File: src/rtl/muldiv_sched_if.sv
// Request/response handshake between the execute stage and the M-extension sequencer.
// The execute stage is the master; muldiv_sched is the slave.
interface muldiv_sched_if;
   logic        req_valid;
   logic        req_ready;
   logic [2:0]  req_op;
   logic        req_word;
   logic [63:0] req_a;
   logic [63:0] req_b;
   logic        resp_valid;
   logic        resp_ready;
   logic [63:0] resp_data;
   logic        resp_err;

   modport master (
      output req_valid, req_op, req_word, req_a, req_b, resp_ready,
      input  req_ready, resp_valid, resp_data, resp_err
   );

   modport slave (
      input  req_valid, req_op, req_word, req_a, req_b, resp_ready,
      output req_ready, resp_valid, resp_data, resp_err
   );
endinterface

File: src/rtl/muldiv_sched.sv
// Sequencer between execute and the shared iterative multiplier/divider: prepares operands,
// resolves divide corner cases locally, waits for the unit and folds its result.
module muldiv_sched #(
   parameter int MAX_CYCLES = 80,
   parameter int LAT_W      = 8
) (
   input  logic             clk,
   input  logic             reset,
   input  logic             flush,
   muldiv_sched_if.slave    bus,
   output logic             stall,
   output logic             mul_start,
   input  logic             mul_done,
   input  logic [63:0]      mul_result,
   output logic             div_start,
   output logic             div_signed,
   input  logic             div_done,
   input  logic [63:0]      div_quot,
   input  logic [63:0]      div_rem,
   output logic [63:0]      unit_a,
   output logic [63:0]      unit_b,
   output logic             unit_kill,
   output logic [LAT_W-1:0] last_lat
);

   localparam logic [2:0]  OP_MUL   = 3'd0;
   localparam logic [2:0]  OP_DIV   = 3'd1;
   localparam logic [2:0]  OP_DIVU  = 3'd2;
   localparam logic [2:0]  OP_REM   = 3'd3;
   localparam logic [2:0]  OP_REMU  = 3'd4;
   localparam int          CNT_W    = $clog2(MAX_CYCLES + 1);
   localparam longint      LAT_MAX  = (64'sd1 <<< LAT_W) - 64'sd1;
   localparam logic [63:0] ALL_ONES = {64{1'b1}};
   localparam logic [63:0] MIN_D    = 64'h8000_0000_0000_0000;
   localparam logic [63:0] MIN_W    = 64'hFFFF_FFFF_8000_0000;

   typedef enum logic [1:0] {S_IDLE, S_WAIT, S_DONE} state_t;

   state_t           state, state_nxt;
   logic [2:0]       op_q;
   logic             word_q;
   logic [CNT_W-1:0] cnt;

   logic             in_div, in_signed, in_rem, in_rsvd;
   logic [63:0]      prep_a, prep_b, fast_raw, unit_raw;
   logic             div_by_zero, overflow, fast_hit, sel_done;
   logic             accept, take, timeout;

   function automatic logic [63:0] fold(input logic word, input logic [63:0] r);
      return word ? {{32{r[31]}}, r[31:0]} : r;
   endfunction

   assign in_div    = bus.req_op inside {OP_DIV, OP_DIVU, OP_REM, OP_REMU};
   assign in_signed = bus.req_op inside {OP_DIV, OP_REM};
   assign in_rem    = bus.req_op inside {OP_REM, OP_REMU};
   assign in_rsvd   = bus.req_op > OP_REMU;

   // NOTE: every always_comb output gets a default first so no path can infer a latch.
   always_comb begin
      prep_a = bus.req_a;
      prep_b = bus.req_b;
      if (bus.req_word && in_div) begin
         if (in_signed) begin
            prep_a = {{32{bus.req_a[31]}}, bus.req_a[31:0]};
            prep_b = {{32{bus.req_b[31]}}, bus.req_b[31:0]};
         end else begin
            prep_a = {32'd0, bus.req_a[31:0]};
            prep_b = {32'd0, bus.req_b[31:0]};
         end
      end
   end

   // Divide-by-zero and signed overflow have architecturally fixed answers; no unit needed.
   assign div_by_zero = in_div && (prep_b == 64'd0);
   assign overflow    = in_signed && (prep_a == (bus.req_word ? MIN_W : MIN_D)) &&
                        (prep_b == ALL_ONES);
   assign fast_hit    = div_by_zero || overflow;
   assign fast_raw    = in_rem ? (div_by_zero ? prep_a : 64'd0)
                               : (div_by_zero ? ALL_ONES : prep_a);

   assign unit_raw = (op_q == OP_MUL) ? mul_result
                   : ((op_q inside {OP_REM, OP_REMU}) ? div_rem : div_quot);
   assign sel_done = (op_q == OP_MUL) ? mul_done : div_done;

   assign bus.req_ready  = (state == S_IDLE) && !flush;
   assign bus.resp_valid = (state == S_DONE);
   assign stall          = bus.req_valid && !((state == S_DONE) && bus.resp_ready);

   // NOTE: sequential state uses non-blocking assignments so every flop samples pre-edge values.
   always_ff @(posedge clk) begin
      if (reset) state <= S_IDLE;
      else       state <= state_nxt;
   end

   always_comb begin
      state_nxt = state;
      accept    = 1'b0;
      take      = 1'b0;
      timeout   = 1'b0;
      case (state)
         S_IDLE: begin
            if (bus.req_valid && bus.req_ready) begin
               accept    = 1'b1;
               state_nxt = (in_rsvd || fast_hit) ? S_DONE : S_WAIT;
            end
         end
         S_WAIT: begin
            // The unit cannot answer in the cycle it is started, so cnt == 1 masks done.
            if ((cnt != CNT_W'(1)) && sel_done) begin
               take      = 1'b1;
               state_nxt = S_DONE;
            end else if (cnt == CNT_W'(MAX_CYCLES)) begin
               timeout   = 1'b1;
               state_nxt = S_DONE;
            end
         end
         S_DONE: begin
            if (bus.resp_ready) state_nxt = S_IDLE;
         end
         default: state_nxt = S_IDLE;
      endcase
      if (flush) begin
         state_nxt = S_IDLE;
         take      = 1'b0;
         timeout   = 1'b0;
      end
   end

   always_ff @(posedge clk) begin
      if (reset) begin
         op_q          <= 3'd0;
         word_q        <= 1'b0;
         cnt           <= '0;
         unit_a        <= 64'd0;
         unit_b        <= 64'd0;
         div_signed    <= 1'b0;
         mul_start     <= 1'b0;
         div_start     <= 1'b0;
         unit_kill     <= 1'b0;
         bus.resp_data <= 64'd0;
         bus.resp_err  <= 1'b0;
         last_lat      <= '0;
      end else begin
         mul_start <= accept && !in_rsvd && !fast_hit && (bus.req_op == OP_MUL);
         div_start <= accept && in_div && !fast_hit;
         unit_kill <= (state == S_WAIT) && (flush || timeout);

         if (accept) begin
            op_q          <= bus.req_op;
            word_q        <= bus.req_word;
            unit_a        <= prep_a;
            unit_b        <= prep_b;
            div_signed    <= in_signed;
            cnt           <= CNT_W'(1);
            bus.resp_err  <= 1'b0;
            bus.resp_data <= in_rsvd ? 64'd0 : fold(bus.req_word, fast_raw);
         end else if ((state == S_WAIT) && (state_nxt == S_WAIT)) begin
            cnt <= cnt + CNT_W'(1);
         end

         if (take) begin
            bus.resp_data <= fold(word_q, unit_raw);
            last_lat      <= (longint'(cnt) > LAT_MAX) ? {LAT_W{1'b1}} : LAT_W'(cnt);
         end

         if (timeout) begin
            bus.resp_data <= ALL_ONES;
            bus.resp_err  <= 1'b1;
         end
      end
   end

endmodule

File: src/flat_wrapper.sv
// flat-port wrapper written by rule: the top's interface ports become plain ports
module muldiv_sched_flat 
#(
   parameter int MAX_CYCLES = 80,
   parameter int LAT_W      = 8
)
  (clk, reset, flush, stall, mul_start, mul_done, mul_result, div_start, div_signed, div_done, div_quot, div_rem, unit_a, unit_b, unit_kill, last_lat, bus_req_valid, bus_req_op, bus_req_word, bus_req_a, bus_req_b, bus_resp_ready, bus_req_ready, bus_resp_valid, bus_resp_data, bus_resp_err);
  muldiv_sched_if bus_i ();
  input  logic clk;
  input  logic reset;
  input  logic flush;
  output logic stall;
  output logic mul_start;
  input  logic mul_done;
  input  logic [63:0] mul_result;
  output logic div_start;
  output logic div_signed;
  input  logic div_done;
  input  logic [63:0] div_quot;
  input  logic [63:0] div_rem;
  output logic [63:0] unit_a;
  output logic [63:0] unit_b;
  output logic unit_kill;
  output logic [LAT_W-1:0] last_lat;
  input wire logic [$bits(bus_i.req_valid)-1:0] bus_req_valid;
  input wire logic [$bits(bus_i.req_op)-1:0] bus_req_op;
  input wire logic [$bits(bus_i.req_word)-1:0] bus_req_word;
  input wire logic [$bits(bus_i.req_a)-1:0] bus_req_a;
  input wire logic [$bits(bus_i.req_b)-1:0] bus_req_b;
  input wire logic [$bits(bus_i.resp_ready)-1:0] bus_resp_ready;
  output wire logic [$bits(bus_i.req_ready)-1:0] bus_req_ready;
  output wire logic [$bits(bus_i.resp_valid)-1:0] bus_resp_valid;
  output wire logic [$bits(bus_i.resp_data)-1:0] bus_resp_data;
  output wire logic [$bits(bus_i.resp_err)-1:0] bus_resp_err;
  assign bus_i.req_valid = bus_req_valid;
  assign bus_i.req_op = bus_req_op;
  assign bus_i.req_word = bus_req_word;
  assign bus_i.req_a = bus_req_a;
  assign bus_i.req_b = bus_req_b;
  assign bus_i.resp_ready = bus_resp_ready;
  assign bus_req_ready = bus_i.req_ready;
  assign bus_resp_valid = bus_i.resp_valid;
  assign bus_resp_data = bus_i.resp_data;
  assign bus_resp_err = bus_i.resp_err;
  muldiv_sched #(.MAX_CYCLES(MAX_CYCLES), .LAT_W(LAT_W)) u_core (.clk(clk), .reset(reset), .flush(flush), .bus(bus_i), .stall(stall), .mul_start(mul_start), .mul_done(mul_done), .mul_result(mul_result), .div_start(div_start), .div_signed(div_signed), .div_done(div_done), .div_quot(div_quot), .div_rem(div_rem), .unit_a(unit_a), .unit_b(unit_b), .unit_kill(unit_kill), .last_lat(last_lat));
endmodule
File: config.mk
export PLATFORM = sky130hd
export DESIGN_NAME = muldiv_sched_flat
export DESIGN_NICKNAME = d
export VERILOG_FILES = /design/src/rtl/muldiv_sched_if.sv /design/src/rtl/muldiv_sched.sv /design/src/flat_wrapper.sv
export SDC_FILE = /design/constraint.sdc
export NUM_CORES = 1
export LEC_CHECK = 0
export ABC_AREA = 1
export BUFFER_PORTS_ARGS = -buffer_cell sky130_fd_sc_hd__buf_2
export CAP_MARGIN = 20
export CORE_AREA = 2 2 210 212
export CTS_CLUSTER_SIZE = 12
export DETAILED_ROUTE_END_ITERATION = 10
export DIE_AREA = 0 0 212 214
export SLEW_MARGIN = 25
export SYNTH_ARGS = -nofsm -noshare
export SYNTH_HDL_FRONTEND = slang
export SYNTH_SLANG_ARGS = --single-unit
File: constraint.sdc
create_clock -name clk -period 6.6 [get_ports clk]
set_input_delay 0.66 -clock clk [delete_from_list [all_inputs] [get_ports clk]]
set_output_delay 0.66 -clock clk [all_outputs]
set_load 0.02 [all_outputs]
* After elaboration in Yosys (flattened, before gate mapping)
Index checks and enable logic that the tools add are counted.
Operators by class: add/subtract/negate cells 1, multipliers 0, divide/modulo/power cells 0, $lt $le $gt $ge 1, equality and inequality tests 13, shift operators 0, mux-type cells 37, bitwise logic cells 0, reductions and logical operators 35
Operators by type and width (count):
- $mux 64 | 15
- $eq 64x64->1 | 1
- $eq 64x64->1 const B | 1
- $logic_not 64->1 | 1
- $mux 63 | 1
- $logic_and 1x1->1 | 16
- $mux 1 | 14
- $mux 2 | 6
- $reduce_bool 2->1 | 5
- $eq 3x2->1 const B | 3
- $add 7x1->7 const B | 1
- $eq 7x7->1 const B | 1
- $ne 7x1->1 const B | 1
- $eq 3x3->1 const B | 2
- $logic_not 3->1 | 2
- $pmux 2 s3 | 1
- $eq 2x1->1 const B | 2
- $logic_not 1->1 | 4
- $reduce_bool 4->1 | 1
- $eq 3x1->1 const B | 1
- $gt 3x3->1 const B | 1
- $logic_or 1x1->1 | 3
- $reduce_bool 3->1 | 1
- $eq 2x2->1 const B | 1
- 2 further kinds | 2
Word-level totals: flip-flop bits (word level) 217, bits in latches 0, memory bits (writable) 0, memory bits (read-only) 0, bits of input ports 331, output and inout port bits 208, memories kept 0

* Longest topological paths before layout
word-level depth 17, gate-level depth with buffers 21, gate-level depth less buffers 20

* Worst setup path after synthesis
OpenSTA, ideal clock, no wires.
kind input to register, start input bus_req_op[2], end register u_core.cnt[0], library setup time 0.123 ns, arrival time 2.459 ns, path slack 4.019 ns, cell stages on the path 21, buffers on the path 1, cell sequence inv_1 -> nand2_1 -> nand2_2 -> nand2_4 -> nand2_2 -> buf_2 -> nand2_1 -> nand2_1 -> nand2_1 -> nor2_1 -> nand2_1 -> nor2_1 -> nand2_1 -> nor2_1 -> nand2_1 -> nand4_1 -> nand2_1 -> nand2_2 -> nand2_1 -> nand3_1 -> nand2_1
On the way: word-level cells in the longest chain between the ends 16
Ends and longest elaborated chain:
- from (decl) | line flat_wrapper.sv:26 | input wire logic [$bits(bus_i.req_op)-1:0] bus_req_op;
- $eq 3x1->1, or another cell as far along | line muldiv_sched.sv:53, muldiv_sched.sv:54
- $reduce_bool 4->1 / $reduce_bool 2->1 (equally long branches) | line muldiv_sched.sv:53, muldiv_sched.sv:54
- $logic_and 1x1->1 / $mux 64 (equally long branches) | line muldiv_sched.sv:62, muldiv_sched.sv:63
- $mux 64 | line muldiv_sched.sv:62 | if (bus.req_word && in_div) begin
- $eq 64x64->1 | line muldiv_sched.sv:75 | assign overflow = in_signed && (prep_a == (bus.req_word ? MIN_W : MIN_D)) &&
- $logic_and 1x1->1 (2 in a row) | line muldiv_sched.sv:75
- $logic_or 1x1->1 | line muldiv_sched.sv:77 | assign fast_hit = div_by_zero || overflow;
- $logic_or 1x1->1 (*) | line muldiv_sched.sv:104 | state_nxt = (in_rsvd || fast_hit) ? S_DONE : S_WAIT;
- $mux 2 (*) | line muldiv_sched.sv:104
- $mux 2 (*) | line muldiv_sched.sv:102 | if (bus.req_valid && bus.req_ready) begin
- $pmux 2 s3 (*) | line muldiv_sched.sv:100 | case (state)
- $mux 2 (*) | line muldiv_sched.sv:122 | if (flush) begin
- $eq 2x1->1 (*) | line muldiv_sched.sv:157 | end else if ((state == S_WAIT) && (state_nxt == S_WAIT)) begin
- $logic_and 1x1->1 (*) | line muldiv_sched.sv:157
- $reduce_bool 2->1 (no source line) (*)
- to (signal assigned) | line muldiv_sched.sv:158 | cnt <= cnt + CNT_W'(1);
- to (decl) | line muldiv_sched.sv:42 | logic [CNT_W-1:0] cnt;
Every way passes the cells marked *; elsewhere a longest branch is shown, timed or not. A chain may end at the register's enable or synchronous reset.

* Worst setup path after layout
Same ends and word-level chain as after synthesis.

==> metrics.log <==
INFO  metric run_status = complete, no violations
INFO  metric finalNonFillerCells = between 2,000 and 3,000
INFO  metric cts_hold_buf = 0
INFO  metric pwr_density_cell = ~240 mW/mm2
INFO  metric drt_iter0_markers = around 1,200
INFO  metric ant_nets = 0
INFO  metric num_rows = 76
INFO  metric unrepaired_setup_endpoints_after_global_routing = false
INFO  metric post-route-drc-count = 0
INFO  metric pin_count = between 500 and 600
INFO  metric synth_top_area_cell = sky130_fd_sc_hd__dfxtp_1
INFO  metric clock_sink_count = approximately 220
INFO  metric peak_fanout_along_the_critical_path = just under 60
INFO  metric stdcell_area = roughly 0.016 mm2
INFO  metric detailedPlacementHpwl = 42,400 um
INFO  metric post_drt_wl_per_cell = ~20 um
INFO  metric max_slew.worst_pin.slew = 1.03 ns
INFO  metric slew_violations = 0
INFO  metric worst_setup_slack_post_dpl = about 2 ns
INFO  metric placed_cells_incl_taps = 2,792
INFO  metric grt_usage = a little under a quarter
INFO  metric max_cap_violations = 0
INFO  metric chipWidth = 212 um
INFO  metric total_core_area = 0.0429 mm2
INFO  metric fin_tns_setup = 0 ns
INFO  metric htree_num_levels = 1
INFO  metric synth_flop_type = sky130_fd_sc_hd__dfxtp_1
INFO  metric critPathCaptureType = register
INFO  metric cts.reportedPaths.clkPinSlew = ~0.060 ns
INFO  metric report.power.total = around 3.8 mW
INFO  metric avgViaCountPerCell = around 5
INFO  metric cts_tree = built
INFO  metric synth.ff_latch_count = 217
INFO  metric final_nets = roughly 2,600
INFO  metric grt_antenna_before_repair = 5
INFO  metric initial_utilization = between 20% and 30%
INFO  metric synth_area_per_cell = ~6.6 um2
INFO  metric clockBufferDepth = 3
INFO  metric min_period = approximately 4 ns
INFO  metric setup-violations-final = 0
INFO  metric ys_async_sr_fraction = 0%
INFO  metric power.static_leakage = just under 8 nW
INFO  metric library_cell_with_the_highest_instance_count_after_synthesis = sky130_fd_sc_hd__nand2_1
INFO  metric finalHoldViolCount = 0
INFO  metric start_kind = input pin
INFO  metric critical_path_arrival = around 4.6 ns
INFO  metric post_synth_num_cell_types = 40
INFO  metric data_required_critical_path = 7.08 ns
INFO  metric fin_crit_share = between 60% and 70%
INFO  metric grt_pass1_wl = roughly 80,000 um
INFO  metric clock-root-buffer = sky130_fd_sc_hd__clkbuf_16
INFO  metric gp_routability_congestion = 0.953
INFO  metric dieArea = about 0.045 mm2
INFO  metric synthTopCellsByArea = sky130_fd_sc_hd__dfxtp_1 (37%), sky130_fd_sc_hd__nand2_1 (12%), sky130_fd_sc_hd__o21ai_0 (10%), sky130_fd_sc_hd__a21oi_1 (9.6%), sky130_fd_sc_hd__nand3_1 (5.2%)
INFO  metric synth.top_cell.area_share = a little under two fifths
INFO  metric clock_latency = ~0.54 ns
INFO  metric post_cts_resize_count = 0
INFO  metric synthesis.area = 0.0118 mm2
INFO  metric drive_gt1_share = 27.7%
INFO  metric min-delay-path-class = in -> reg
INFO  metric yosys_warnings = 0
INFO  metric timing.fmax = 0.244 GHz
INFO  metric final.setup_skew = 0.0141 ns
INFO  metric max-vdd-ir-drop = 180 uV
INFO  metric number_of_vias_after_detailed_routing = 14,491
INFO  metric timing.final.ws_setup = between 2 and 3 ns
INFO  metric synth_fp_nets = 2,128
INFO  metric grt_start_max_net_pins = around 110
INFO  metric grt.overflow.total = 0
INFO  metric number_of_instances_in_the_synthesized_netlist = 1,794
INFO  metric criticalPathCategory = in -> reg
INFO  metric synth_top_cells_by_count = sky130_fd_sc_hd__nand2_1 (380), sky130_fd_sc_hd__o21ai_0 (244), sky130_fd_sc_hd__a21oi_1 (225)
INFO  metric ys_seq_area_share = 36.9%
INFO  metric detailed_place.area = 0.0148 mm2
INFO  metric cts-buffers-inserted = 27
INFO  metric syn_to_final_growth = 33.8%
INFO  metric dr.pass1.iters = 7
INFO  metric io_buffer_count = between 500 and 600
INFO  metric slew_headroom = about a third
INFO  metric fill_cells = 4,695
INFO  metric post_cts_buffers = 0
INFO  metric die_h = ~210 um
INFO  metric route.final.wire_length = 56,100 um
INFO  metric via_count_of_the_first_global_routing_pass = approximately 14,000
INFO  metric synth_enable_flop_cells = 0
[sequential cells by signal, indices dropped and copies added (netlist names)]
name / flops
u_core.bus.resp_data: 64
u_core.bus.resp_err: 1
u_core.cnt: 7
u_core.div_signed: 1
u_core.div_start: 1
u_core.last_lat: 7
u_core.mul_start: 1
u_core.op_q: 3
u_core.state: 2
u_core.unit_a: 64
u_core.unit_b: 64
u_core.unit_kill: 1
u_core.word_q: 1
[cell families after synthesis]
family / Yosys count / share of synthesized area [%]
xor+xnor: 5 / 0.372
other cells: 1 / 0.0318
fa+ha+maj: 3 / 0.319
compound gates: 609 / 29.0
buf+inv: 277 / 9.22
simple gates: 682 / 24.1
flops: 217 / 36.9
[metrics by stage]
| step | util (%) | hold slack [ns] |
|---|---|---|
| floorplan | - | 0.451 |
| global placement | 34.5 | 0.434 |
| detailed placement | 34.5 | 0.441 |
| CTS | 36.7 | 0.305 |
| global route | 36.8 | 0.328 |
| finish | 36.8 | 0.341 |
[final timing paths]
kind	from	end	slack [ns]	cells past startpoint
hold / removal	bus_req_op[2]	u_core.mul_start	0.34	2
setup reg to reg	u_core.op_q[0]	u_core.bus.resp_data[63]	2.74	16
setup / recovery	bus_req_op[2]	u_core.cnt[0]	2.51	20
hold reg to reg	u_core.unit_b[21]	u_core.unit_b[21]	0.45	2
[routing by layer]
metal | share of wire [%] | track usage [%]
met1 | 45 | 32.5
met2 | 45 | 37.0
met3 | 7.8 | 4.15
met4 | 2.5 | 6.74
met5 | 0.021 | 0
[placed cells by master (no fill, tap or decap), types with 2 or more instances in the layout]
cell type	instances
sky130_fd_sc_hd__nand2_2	6
sky130_fd_sc_hd__a21oi_1	225
sky130_fd_sc_hd__nor3_1	10
sky130_fd_sc_hd__inv_1	123
sky130_fd_sc_hd__nand3_1	121
sky130_fd_sc_hd__o21ai_1	3
sky130_fd_sc_hd__o22ai_1	2
sky130_fd_sc_hd__nor2_1	126
sky130_fd_sc_hd__a31oi_1	4
sky130_fd_sc_hd__xnor2_1	3
sky130_fd_sc_hd__clkinv_1	4
sky130_fd_sc_hd__o21bai_1	27
sky130_fd_sc_hd__buf_2	537
sky130_fd_sc_hd__xor2_1	2
sky130_fd_sc_hd__dfxtp_1	217
sky130_fd_sc_hd__clkbuf_16	27
sky130_fd_sc_hd__ha_1	3
sky130_fd_sc_hd__clkbuf_8	8
sky130_fd_sc_hd__o211ai_1	70
sky130_fd_sc_hd__nand4_1	28
sky130_fd_sc_hd__clkbuf_1	3
sky130_fd_sc_hd__nor2_2	2
sky130_fd_sc_hd__inv_2	7
sky130_fd_sc_hd__nand3_2	3
sky130_fd_sc_hd__o31ai_1	3
sky130_fd_sc_hd__nand2_4	3
sky130_fd_sc_hd__a22o_1	27
sky130_fd_sc_hd__bufinv_16	3
sky130_fd_sc_hd__clkinv_2	5
sky130_fd_sc_hd__diode_2	3
sky130_fd_sc_hd__nand3b_1	2
sky130_fd_sc_hd__nand2_1	376
sky130_fd_sc_hd__buf_4	17
sky130_fd_sc_hd__o21ai_0	244
[layout make-up]
type                       count  area [um2]  area share, %
multi-input combinational   1300        6390           40.5
sequential                   217        4340           27.6
timing repair buffer         556        2850           18.1
clock buffer                  38         797           5.06
tap                          585         732           4.64
inverter                     135         509           3.23
clock inverter                10         131          0.834
antenna                        3        7.51         0.0476
[worst max-delay path, stage by stage]
cell                      delay [ns]
sky130_fd_sc_hd__buf_2          0.13
sky130_fd_sc_hd__inv_1          0.12
sky130_fd_sc_hd__nand2_1        0.11
sky130_fd_sc_hd__nand2_2        0.55
sky130_fd_sc_hd__nand2_4        0.12
sky130_fd_sc_hd__nand2_2        0.46
sky130_fd_sc_hd__buf_4          0.47
sky130_fd_sc_hd__nand2_1        0.12
sky130_fd_sc_hd__nand2_1        0.10
sky130_fd_sc_hd__nor2_1         0.05
sky130_fd_sc_hd__nand3_1        0.06
sky130_fd_sc_hd__nor2_1         0.05
sky130_fd_sc_hd__nand3_2        0.08
sky130_fd_sc_hd__buf_4          0.50
sky130_fd_sc_hd__nand4_1        0.25
sky130_fd_sc_hd__nand2_1        0.27
sky130_fd_sc_hd__nand2_2        0.15
sky130_fd_sc_hd__nand2_1        0.12
sky130_fd_sc_hd__nand3_1        0.07
sky130_fd_sc_hd__nand2_1        0.08
[power breakdown]
part | internal (mW) | total, mW | switching [mW]
Sequential | 1.38 | 1.43 | 0.0435
Combinational | 0.270 | 0.834 | 0.564
Clock | 0.953 | 1.55 | 0.596
No activity file was read; power rests on OpenSTA's default activity.
